--- src/rtl/fetch_unit.sv ---
// ---------------------------------------------------------------------------
// fetch_unit
//   Instruction fetch stage of the SISC core. Holds the program counter and the
//   instruction register, performs the instruction-memory read handshake when
//   the control FSM asks for a fetch, and presents opcode/mm back to control.
//
//   Ports
//     clk         system clock, all state updates on the rising edge
//     rst_f       asynchronous active-high reset
//     fetch_req   pulse: start one fetch (ignored while busy)
//     pc_write    load PC with a branch target (deferred as pending while busy)
//     pc_sel      0 = absolute target br_addr, 1 = PC + signed br_addr
//     br_addr     branch target or signed offset
//     imem_req    read request to instruction memory (REQ and WAIT states)
//     imem_addr   read address, always the current PC
//     imem_ack    memory data valid this cycle (honoured only in WAIT)
//     imem_rdata  instruction word from memory
//     ir          instruction register
//     opcode      ir[31:28]
//     mm          ir[27:24]
//     ir_valid    one-cycle pulse when ir has been refreshed
//     busy        high in any state other than IDLE
//     fetch_err   sticky flag: a fetch timed out (cleared by reset only)
// ---------------------------------------------------------------------------
module fetch_unit #(
    parameter int ADDR_W  = 16,
    parameter int TIMEOUT = 15
) (
    input  logic              clk,
    input  logic              rst_f,
    input  logic              fetch_req,
    input  logic              pc_write,
    input  logic              pc_sel,
    input  logic [ADDR_W-1:0] br_addr,
    output logic              imem_req,
    output logic [ADDR_W-1:0] imem_addr,
    input  logic              imem_ack,
    input  logic [31:0]       imem_rdata,
    output logic [31:0]       ir,
    output logic [3:0]        opcode,
    output logic [3:0]        mm,
    output logic              ir_valid,
    output logic              busy,
    output logic              fetch_err
);

    typedef enum logic [1:0] {
        IDLE = 2'd0,
        REQ  = 2'd1,
        WAIT = 2'd2,
        DONE = 2'd3
    } state_t;

    localparam int CNT_W = (TIMEOUT < 2) ? 1 : $clog2(TIMEOUT + 1);

    state_t             state_reg;
    state_t             state_next;
    logic [ADDR_W-1:0]  pc_reg;
    logic [ADDR_W-1:0]  pend_target_reg;
    logic               pend_reg;
    logic [CNT_W-1:0]   cnt_reg;
    logic [31:0]        ir_reg;
    logic               err_reg;

    logic [ADDR_W-1:0]  br_target;
    logic               ack_hit;
    logic               timeout_hit;

    // br_addr is already ADDR_W wide, so sign-extending it to ADDR_W is the
    // identity and the relative target is a plain modular add.
    assign br_target   = pc_sel ? (pc_reg + br_addr) : br_addr;

    assign ack_hit     = (state_reg == WAIT) && imem_ack;
    // cnt_reg holds the number of WAIT cycles already spent, so the abort
    // fires in the TIMEOUT-th WAIT cycle. A same-cycle ack wins.
    assign timeout_hit = (state_reg == WAIT) && !imem_ack &&
                         (cnt_reg == CNT_W'(TIMEOUT - 1));

    // ---------------- FSM state register ----------------
    always_ff @(posedge clk or posedge rst_f) begin
        if (rst_f) begin
            state_reg <= IDLE;
        end else begin
            state_reg <= state_next;
        end
    end

    // ---------------- FSM next state and outputs ----------------
    always_comb begin
        state_next = state_reg;
        imem_req   = 1'b0;
        ir_valid   = 1'b0;
        busy       = 1'b1;
        case (state_reg)
            IDLE: begin
                busy = 1'b0;
                if (fetch_req) begin
                    state_next = REQ;
                end
            end
            REQ: begin
                imem_req   = 1'b1;
                state_next = WAIT;
            end
            WAIT: begin
                imem_req = 1'b1;
                if (ack_hit || timeout_hit) begin
                    state_next = DONE;
                end
            end
            DONE: begin
                ir_valid   = 1'b1;
                state_next = IDLE;
            end
            default: begin
                state_next = IDLE;
            end
        endcase
    end

    // ---------------- datapath ----------------
    always_ff @(posedge clk or posedge rst_f) begin
        if (rst_f) begin
            pc_reg          <= '0;
            pend_target_reg <= '0;
            pend_reg        <= 1'b0;
            cnt_reg         <= '0;
            ir_reg          <= '0;
            err_reg         <= 1'b0;
        end else begin
            if ((state_reg == IDLE) || (state_reg == DONE)) begin
                // No outstanding memory access: a branch lands on PC directly.
                // In IDLE this also lets a same-cycle fetch use the new PC.
                if (pc_write) begin
                    pc_reg <= br_target;
                end
            end else if (ack_hit || timeout_hit) begin
                // Fetch completes: a write in this very cycle is the newest
                // branch and outranks an older pending one; otherwise fall
                // back to pending target, then PC+1 (only on a real ack).
                pend_reg <= 1'b0;
                if (pc_write) begin
                    pc_reg <= br_target;
                end else if (pend_reg) begin
                    pc_reg <= pend_target_reg;
                end else if (ack_hit) begin
                    pc_reg <= pc_reg + ADDR_W'(1);
                end
            end else if (pc_write) begin
                // PC must stay put while imem_addr is being presented, so the
                // target is parked until the fetch finishes.
                pend_reg        <= 1'b1;
                pend_target_reg <= br_target;
            end

            if (state_reg == WAIT) begin
                cnt_reg <= cnt_reg + CNT_W'(1);
            end else begin
                cnt_reg <= '0;
            end

            if (ack_hit) begin
                ir_reg <= imem_rdata;
            end else if (timeout_hit) begin
                ir_reg  <= '0;
                err_reg <= 1'b1;
            end
        end
    end

    assign imem_addr = pc_reg;
    assign ir        = ir_reg;
    assign opcode    = ir_reg[31:28];
    assign mm        = ir_reg[27:24];
    assign fetch_err = err_reg;

endmodule

--- config.mk ---
export PLATFORM = sky130hd
export DESIGN_NAME = fetch_unit
export DESIGN_NICKNAME = d
export VERILOG_FILES = /design/src/rtl/fetch_unit.sv
export SDC_FILE = /design/constraint.sdc
export NUM_CORES = 1
export LEC_CHECK = 0
export ABC_AREA = 0
export CAP_MARGIN = 20
export CELL_PAD_IN_SITES_DETAIL_PLACEMENT = 0
export CELL_PAD_IN_SITES_GLOBAL_PLACEMENT = 1
export CORE_MARGIN = 10
export CORE_UTILIZATION = 40
export DETAILED_ROUTE_END_ITERATION = 10
export PLACE_DENSITY = 0.88
export SETUP_SLACK_MARGIN = 0.4
export SLEW_MARGIN = 25
export SYNTH_ARGS = -nofsm -noshare
export SYNTH_HDL_FRONTEND = slang
export SYNTH_SLANG_ARGS = --single-unit
--- constraint.sdc ---
create_clock -name clk -period 4.3 [get_ports clk]
set_input_delay 0.86 -clock clk [delete_from_list [all_inputs] [get_ports clk]]
set_output_delay 0.86 -clock clk [all_outputs]
set_load 0.05 [all_outputs]
==> summary.md, run 1 <==
| Metric | Value |
|---|---|
| Yosys top cell by area | `dfrtp_1` |
| Initial antenna violation count | `0` |
| Synth area leaders | `dfrtp_1, a22o_1, ha_1, o21ai_0, nand2_1` |
| Pleak | `2.46 nW` |
| Sequential share of the synthesized area | `0.415` |
| Hold_ws | `0.479 ns` |
| Total Die Area | `15400 um^2` |
| First-pass GRT wire length | `20.8 mm` |
| Die W | `124 um` |
| HPWL after DPL | `9.56 mm` |
| Commonest non-fill, non-tap cell in the layout | `clkdlybuf4s50_1` |
| Pwr per Cell Area | `919 nW/um^2` |
| Post-synth EDFFs | `0` |
| Post-synth top flop | `dfrtp_1` |
| Worst-skew pair later-pin latency | `0.34 ns` |
| Final hold vios | `0` |
| DRC viols | `0` |
| Final wirelength | `12.7 mm` |
| Critical path peak fanout | `3` |
| Top-area cell type share of the netlist area | `0.415` |
| CTS root buffer | `clkbuf_8` |
| Diodes inserted | `0` |
| Setup violators final | `0` |
| DRT iter0 DRCs | `276` |
| Max reg flops | `32` |
| I/O pin total | `114` |
| Routed Antenna Nets | `0` |
| Critical path capture point type | `flip-flop` |
| Worst setup SP type | `input port` |
| Die outline height | `124 um` |
| Post-Syn Area | `4350 um^2` |
| GR peak layer | `met2` |
| Area post-placement | `5510 um^2` |
| CTS tree | `yes` |
| Status | `finished clean` |
| Starting Density | `0.415` |
| Via count | `3822` |
| Max Freq | `0.310 GHz` |
| Final net count | `633` |
| Synth Net Count | `540` |
| Core ar. | `10500 um^2` |
| Register Area | `1800 um^2` |
| # hold bufs at CTS | `0` |
| Final period utilization | `0.749` |
| Fin Clk Skew | `0.00983 ns` |
| Area Overhead vs Synth | `31.4%` |
| Min Tclk post-route | `3.22 ns` |
| Met2 Use GR | `0.276` |
| Syn Inst Count | `463` |
| Post-placement cell count | `681` |
| CTS sink cnt | `72` |
| Peak supply drop | `0.479 mV` |
| Ys Warns | `0` |
| Pre-antenna DRT Iters | `4` |
| Gates resized, CTS repair | `0` |
| CP Class | `in2reg` |
| Layout cells sized above 1 | `0.0695` |
| WP data arrival | `3.46 ns` |
| Crit path required time | `4.54 ns` |
| Drt wl/cell | `18.2 um` |
| Ys async rst share | `1.00` |
| M3 GR Usage | `0.0344` |
| Num CTS Buffers | `9` |
| Slew HR | `0.443` |
| RSZ-0062 raised after global routing | `false` |
| Most frequent cells in the layout | `clkdlybuf4s50_1, dfrtp_1, nand2_1` |
| Largest net degree at the start of global routing | `46` |
| Vias in the first global route | `3867` |
| Actual slew at the worst max-slew pin | `0.834 ns` |
| Setup Buffers After CTS | `0` |
| Syn Area/Cell | `9.39 um^2` |
| Max cap viols | `0` |
| Rows | `37` |
| Design area | `5710 um^2` |
| Pins Over Slew Limit | `0` |
| Routability cong. | `0.896` |
| Non-filler cells, final | `697` |
| Global Route Usage Sum | `0.160` |
| Vias per std cell | `5.48` |
| CTS H-tree lvls | `3` |
| Flops & latches, synth | `72` |
| Met1 Usage GRT | `0.195` |
| Footprint of the multi-input gates | `2320 um^2` |
| PortBufs | `113` |
| CTS Buffer Depth | `2` |
| Cell variety after synth | `53` |
| Filler instances | `1002` |
| GRT Residual Overflow | `0` |
| Worst hold path type | `reg2reg` |
| Clock Pin Slew Worst Setup and Hold Paths | `0.08 ns` |
| Post-route setup TNS | `0 ns` |
## power by group
group	switching, W	internal [W]
clock	0.000251	0.000299
sequential	0.000298	0.000997
combinational	0.00215	0.00125
total	0.00270	0.00255
## routing by layer
| layer | vias up | routed length [um] |
|---|---|---|
| met5 | - | 0 |
| met4 | 0 | 192 |
| met3 | 11 | 549 |
| met2 | 87 | 6480 |
| met1 | 1856 | 5480 |
| li1 | 1868 | - |
## area by class of cell
type / count / area share
multi-input combinational: 344 / 0.407
sequential: 72 / 0.316
timing repair buffer: 119 / 0.206
tap: 136 / 0.0298
clock buffer: 13 / 0.0278
clock inverter: 3 / 0.00701
inverter: 10 / 0.00657
## final timing paths
| check | cells after the start | endpoint | start | slack (ns) |
|---|---|---|---|---|
| setup / recovery | 10 | imem_addr[14]$_DFFE_PP0P_ | br_addr[0] | 1.08 |
| setup reg to reg | 9 | imem_addr[14]$_DFFE_PP0P_ | imem_addr[0]$_DFFE_PP0P_ | 1.51 |
| hold reg to reg | 1 | fetch_err$_DFFE_PP0P_ | fetch_err$_DFFE_PP0P_ | 0.48 |
| max in group asynchronous | 3 | ir[20]$_DFFE_PP0N_ | rst_f | 2.36 |
| hold / removal | 1 | fetch_err$_DFFE_PP0P_ | fetch_err$_DFFE_PP0P_ | 0.48 |
| min in group asynchronous | 2 | ir[10]$_DFFE_PP0N_ | rst_f | 0.91 |
## critical path, stage by stage
cell and delay (ns):
clkdlybuf4s50_1 0.42, ha_1 0.25, fa_1 0.41, a21o_1 0.21, a31oi_2 0.32, nor2_2 0.10
a41oi_2 0.22, xnor2_1 0.08, mux2_2 0.28, a221o_1 0.31
## cell families (layout without fill, tap and decap cells)
| kind of cell | Yosys count | after routing | synth area share |
|---|---|---|---|
| xor+xnor | 25 | 25 | 0.0504 |
| flops | 72 | 72 | 0.415 |
| compound gates | 150 | 150 | 0.235 |
| fa+ha+maj | 23 | 23 | 0.0680 |
| mux | 17 | 17 | 0.0409 |
| simple gates | 129 | 129 | 0.140 |
| buf+inv | 47 | 145 | 0.0515 |
## cell usage after synthesis (2+ instances only)
cell type	count
a22o_1	33
a21oi_1	27
inv_1	9
xor2_1	12
buf_2	2
nor3_1	3
a41oi_1	3
a21o_1	5
clkbuf_1	23
a21oi_2	2
o211ai_1	4
ha_1	22
buf_4	8
nor4_1	3
nand2b_1	2
and4_1	5
and2_1	5
xnor2_1	13
and3_1	5
a211oi_1	4
mux2i_1	11
nand4_1	4
a221o_1	3
nand3_1	18
buf_1	2
a31oi_1	8
nor2b_1	6
dfrtp_1	72
o21ai_2	2
buf_6	2
nand2_1	55
o21ai_0	45
nor2_1	20
mux2_2	6
## through the flow
stage               utilization  setup WS (ns)  total power [W]
global placement          0.527          0.767          0.00465
CTS                       0.546           1.10          0.00528
global route              0.546          0.947          0.00562
finish                    0.546           1.08          0.00525
detailed placement        0.527          0.737          0.00472
floorplan                     -           1.39          0.00374
Power figures use the tool's default switching activity.
==> inputs of run 2 (changes only) <==
CORE_UTILIZATION = 37   (was 40)
PLACE_DENSITY = 0.83   (was 0.88)
clock period = 3.2 ns   (was 4.3 ns; I/O delays follow)
==> run 2 against run 1 <==
  * Non-clock buffer count grew 19
  * Clock power grew 82%
  * Final area grew 5.4%
  * Die area grew 6.8%
  * Register-to-register slack lost 0.94 ns
  * Critical endpoint is now imem_addr[15]$_DFFE_PP0P_
  * Combinational power grew 42%
  * First-iteration DRC count shrank 6.2%
  * Worst hold slack lost 0.0053 ns
  * Sequential cell count is the same
  * Wire length grew 3.5%
==> summary.md, run 2 (synthesis results as in run 1) <==
| Metric | Value |
|---|---|
| Status | `finished clean` |
| Critical path peak fanout | `6` |
| Pins Over Slew Limit | `0` |
| Pleak | `2.60 nW` |
| Starting Density | `0.379` |
| Fin Clk Skew | `0.00521 ns` |
| Total power | `0.00758 W` |
| Max stage delay on crit path | `0.44 ns` |
| Diodes inserted | `0` |
| Die W | `128 um` |
| Worst Path Buf+Inv | `1` |
| CTS root buffer | `clkbuf_16` |
| Num CTS Buffers | `9` |
| CP cell instances | `clkdlybuf4s50_1, ha_1, a21oi_1, o21bai_1, nor4_2, a21oi_2, xor2_1, mux2i_1, o211ai_1` |
| Setup violators final | `0` |
| Total Die Area | `16500 um^2` |
| Largest net degree at the start of global routing | `33` |
| Pwr per Cell Area | `1260 nW/um^2` |
| Crit-path leading delay family | `compound AO/OA/AOI/OAI gates` |
| RSZ-0062 raised after global routing | `true` |
| CTS H-tree lvls | `3` |
| Post-placement cell count | `704` |
| Area Overhead vs Synth | `38.5%` |
| Core ar. | `11500 um^2` |
| Routed Antenna Nets | `0` |
| First-pass GRT wire length | `21.3 mm` |
| Slew HR | `0.632` |
| Global Route Usage Sum | `0.158` |
| Peak supply drop | `0.644 mV` |
| Post-route setup TNS | `0 ns` |
| CTS Buffer Depth | `2` |
| GRT Residual Overflow | `0` |
| Crit path required time | `3.41 ns` |
| CTS sink cnt | `72` |
| DRC viols | `0` |
| Reg2reg path depth | `9` |
| Critical path capture point type | `flip-flop` |
| DRT iter0 DRCs | `259` |
| Vias per std cell | `5.40` |
| Actual slew at the worst max-slew pin | `0.551 ns` |
| Final wirelength | `13.1 mm` |
| Most frequent cells in the layout | `clkdlybuf4s50_1, dfrtp_1, nand2_1` |
| Max reg flops | `32` |
| Pre-antenna DRT Iters | `4` |
| Cell depth of the worst setup path | `9` |
| Worst-skew pair later-pin latency | `0.33 ns` |
| I/O pin total | `114` |
| Drt wl/cell | `18.2 um` |
| Vias in the first global route | `4036` |
| Final period utilization | `0.860` |
| CP Class | `in2reg` |
| WP data arrival | `2.96 ns` |
| Final net count | `652` |
| Rows | `39` |
| Initial antenna violation count | `0` |
| PortBufs | `113` |
| Max Freq | `0.363 GHz` |
| Non-filler cells, final | `723` |
| Min Tclk post-route | `2.75 ns` |
| CTS tree | `yes` |
| Die outline height | `128 um` |
| HPWL after DPL | `9.86 mm` |
| Layout cells sized above 1 | `0.122` |
| Via count | `3906` |
| Critical-path cell with the highest stage delay | `clkdlybuf4s50_1` |
| Worst hold path type | `reg2reg` |
| Routability cong. | `0.866` |
| Worst setup SP type | `input port` |
| Final hold vios | `0` |
| Max cap viols | `0` |
| Commonest non-fill, non-tap cell in the layout | `clkdlybuf4s50_1` |
| Clock Pin Slew Worst Setup and Hold Paths | `0.06 ns` |
| WHS Path Cells | `1` |
| # hold bufs at CTS | `0` |
[run 2: cell types whose count changed in the layout (fill, tap and decap cells not counted), moves of 2 or more]
cell | previous run | this run
ha_1 | 22 | 16
clkbuf_8 | 11 | 1
clkbuf_1 | 2 | 0
clkbuf_16 | 0 | 9
ha_2 | 0 | 5
clkinv_2 | 2 | 4
clkdlybuf4s50_1 | 113 | 111
buf_4 | 6 | 25
[run 2: timing repair]
item	in CTS	in global routing
pin swaps	3	7
setup buffers	1	2
endpoints found under the setup margin	8	9
gates resized for setup	4	12
[run 2: per-layer routing]
metal	track usage	up-vias	share of wire
met4	0.0483	0	0.019
met5	0	-	0
li1	-	1901	-
met1	0.195	1917	0.43
met3	0.0324	19	0.034
met2	0.271	69	0.52
[run 2: cell type report]
class / instances / area [um^2]
Fill cell: 1027 / 5450
Multi-Input combinational cell: 344 / 2380
Sequential cell: 72 / 1800
Timing Repair Buffer: 138 / 1320
Clock buffer: 10 / 239
Tap cell: 143 / 179
Clock inverter: 6 / 58.8
Inverter: 10 / 37.5
[run 2: power by group]
part | switching (W) | total (W) | leakage, nW | internal (W)
clock | 0.000381 | 0.00100 | 0.152 | 0.000620
combinational | 0.00297 | 0.00482 | 1.56 | 0.00185
sequential | 0.000410 | 0.00175 | 0.892 | 0.00134
[run 2: stage by stage]
stage | hold WS, ns | utilization | worst slack, ns | instance area, um^2
detailed placement | 0.462 | 0.492 | -0.0658 | 5640
finish | 0.474 | 0.525 | 0.447 | 6020
CTS | 0.479 | 0.519 | 0.442 | 5950
global placement | 0.463 | 0.492 | -0.0196 | 5640
floorplan | 0.444 | - | 0.440 | 4350
global route | 0.505 | 0.525 | 0.338 | 6020
[run 2: worst paths after layout]
path | startpoint | end | slack, ns
max | br_addr[8] | imem_addr[15]$_DFFE_PP0P_ | 0.45
min | fetch_err$_DFFE_PP0P_ | fetch_err$_DFFE_PP0P_ | 0.47
max reg2reg | imem_addr[0]$_DFFE_PP0P_ | imem_addr[10]$_DFFE_PP0P_ | 0.57
min reg2reg | fetch_err$_DFFE_PP0P_ | fetch_err$_DFFE_PP0P_ | 0.47
max in group asynchronous | rst_f | ir[20]$_DFFE_PP0N_ | 1.81
min in group asynchronous | rst_f | ir[16]$_DFFE_PP0N_ | 0.67
==> inputs of run 3 (changes only) <==
ABC_CLOCK_PERIOD_IN_PS = 3200   (was default)
==> results of run 3 <==
No change in the layout: final DEF, timing and power equal those of run 2.
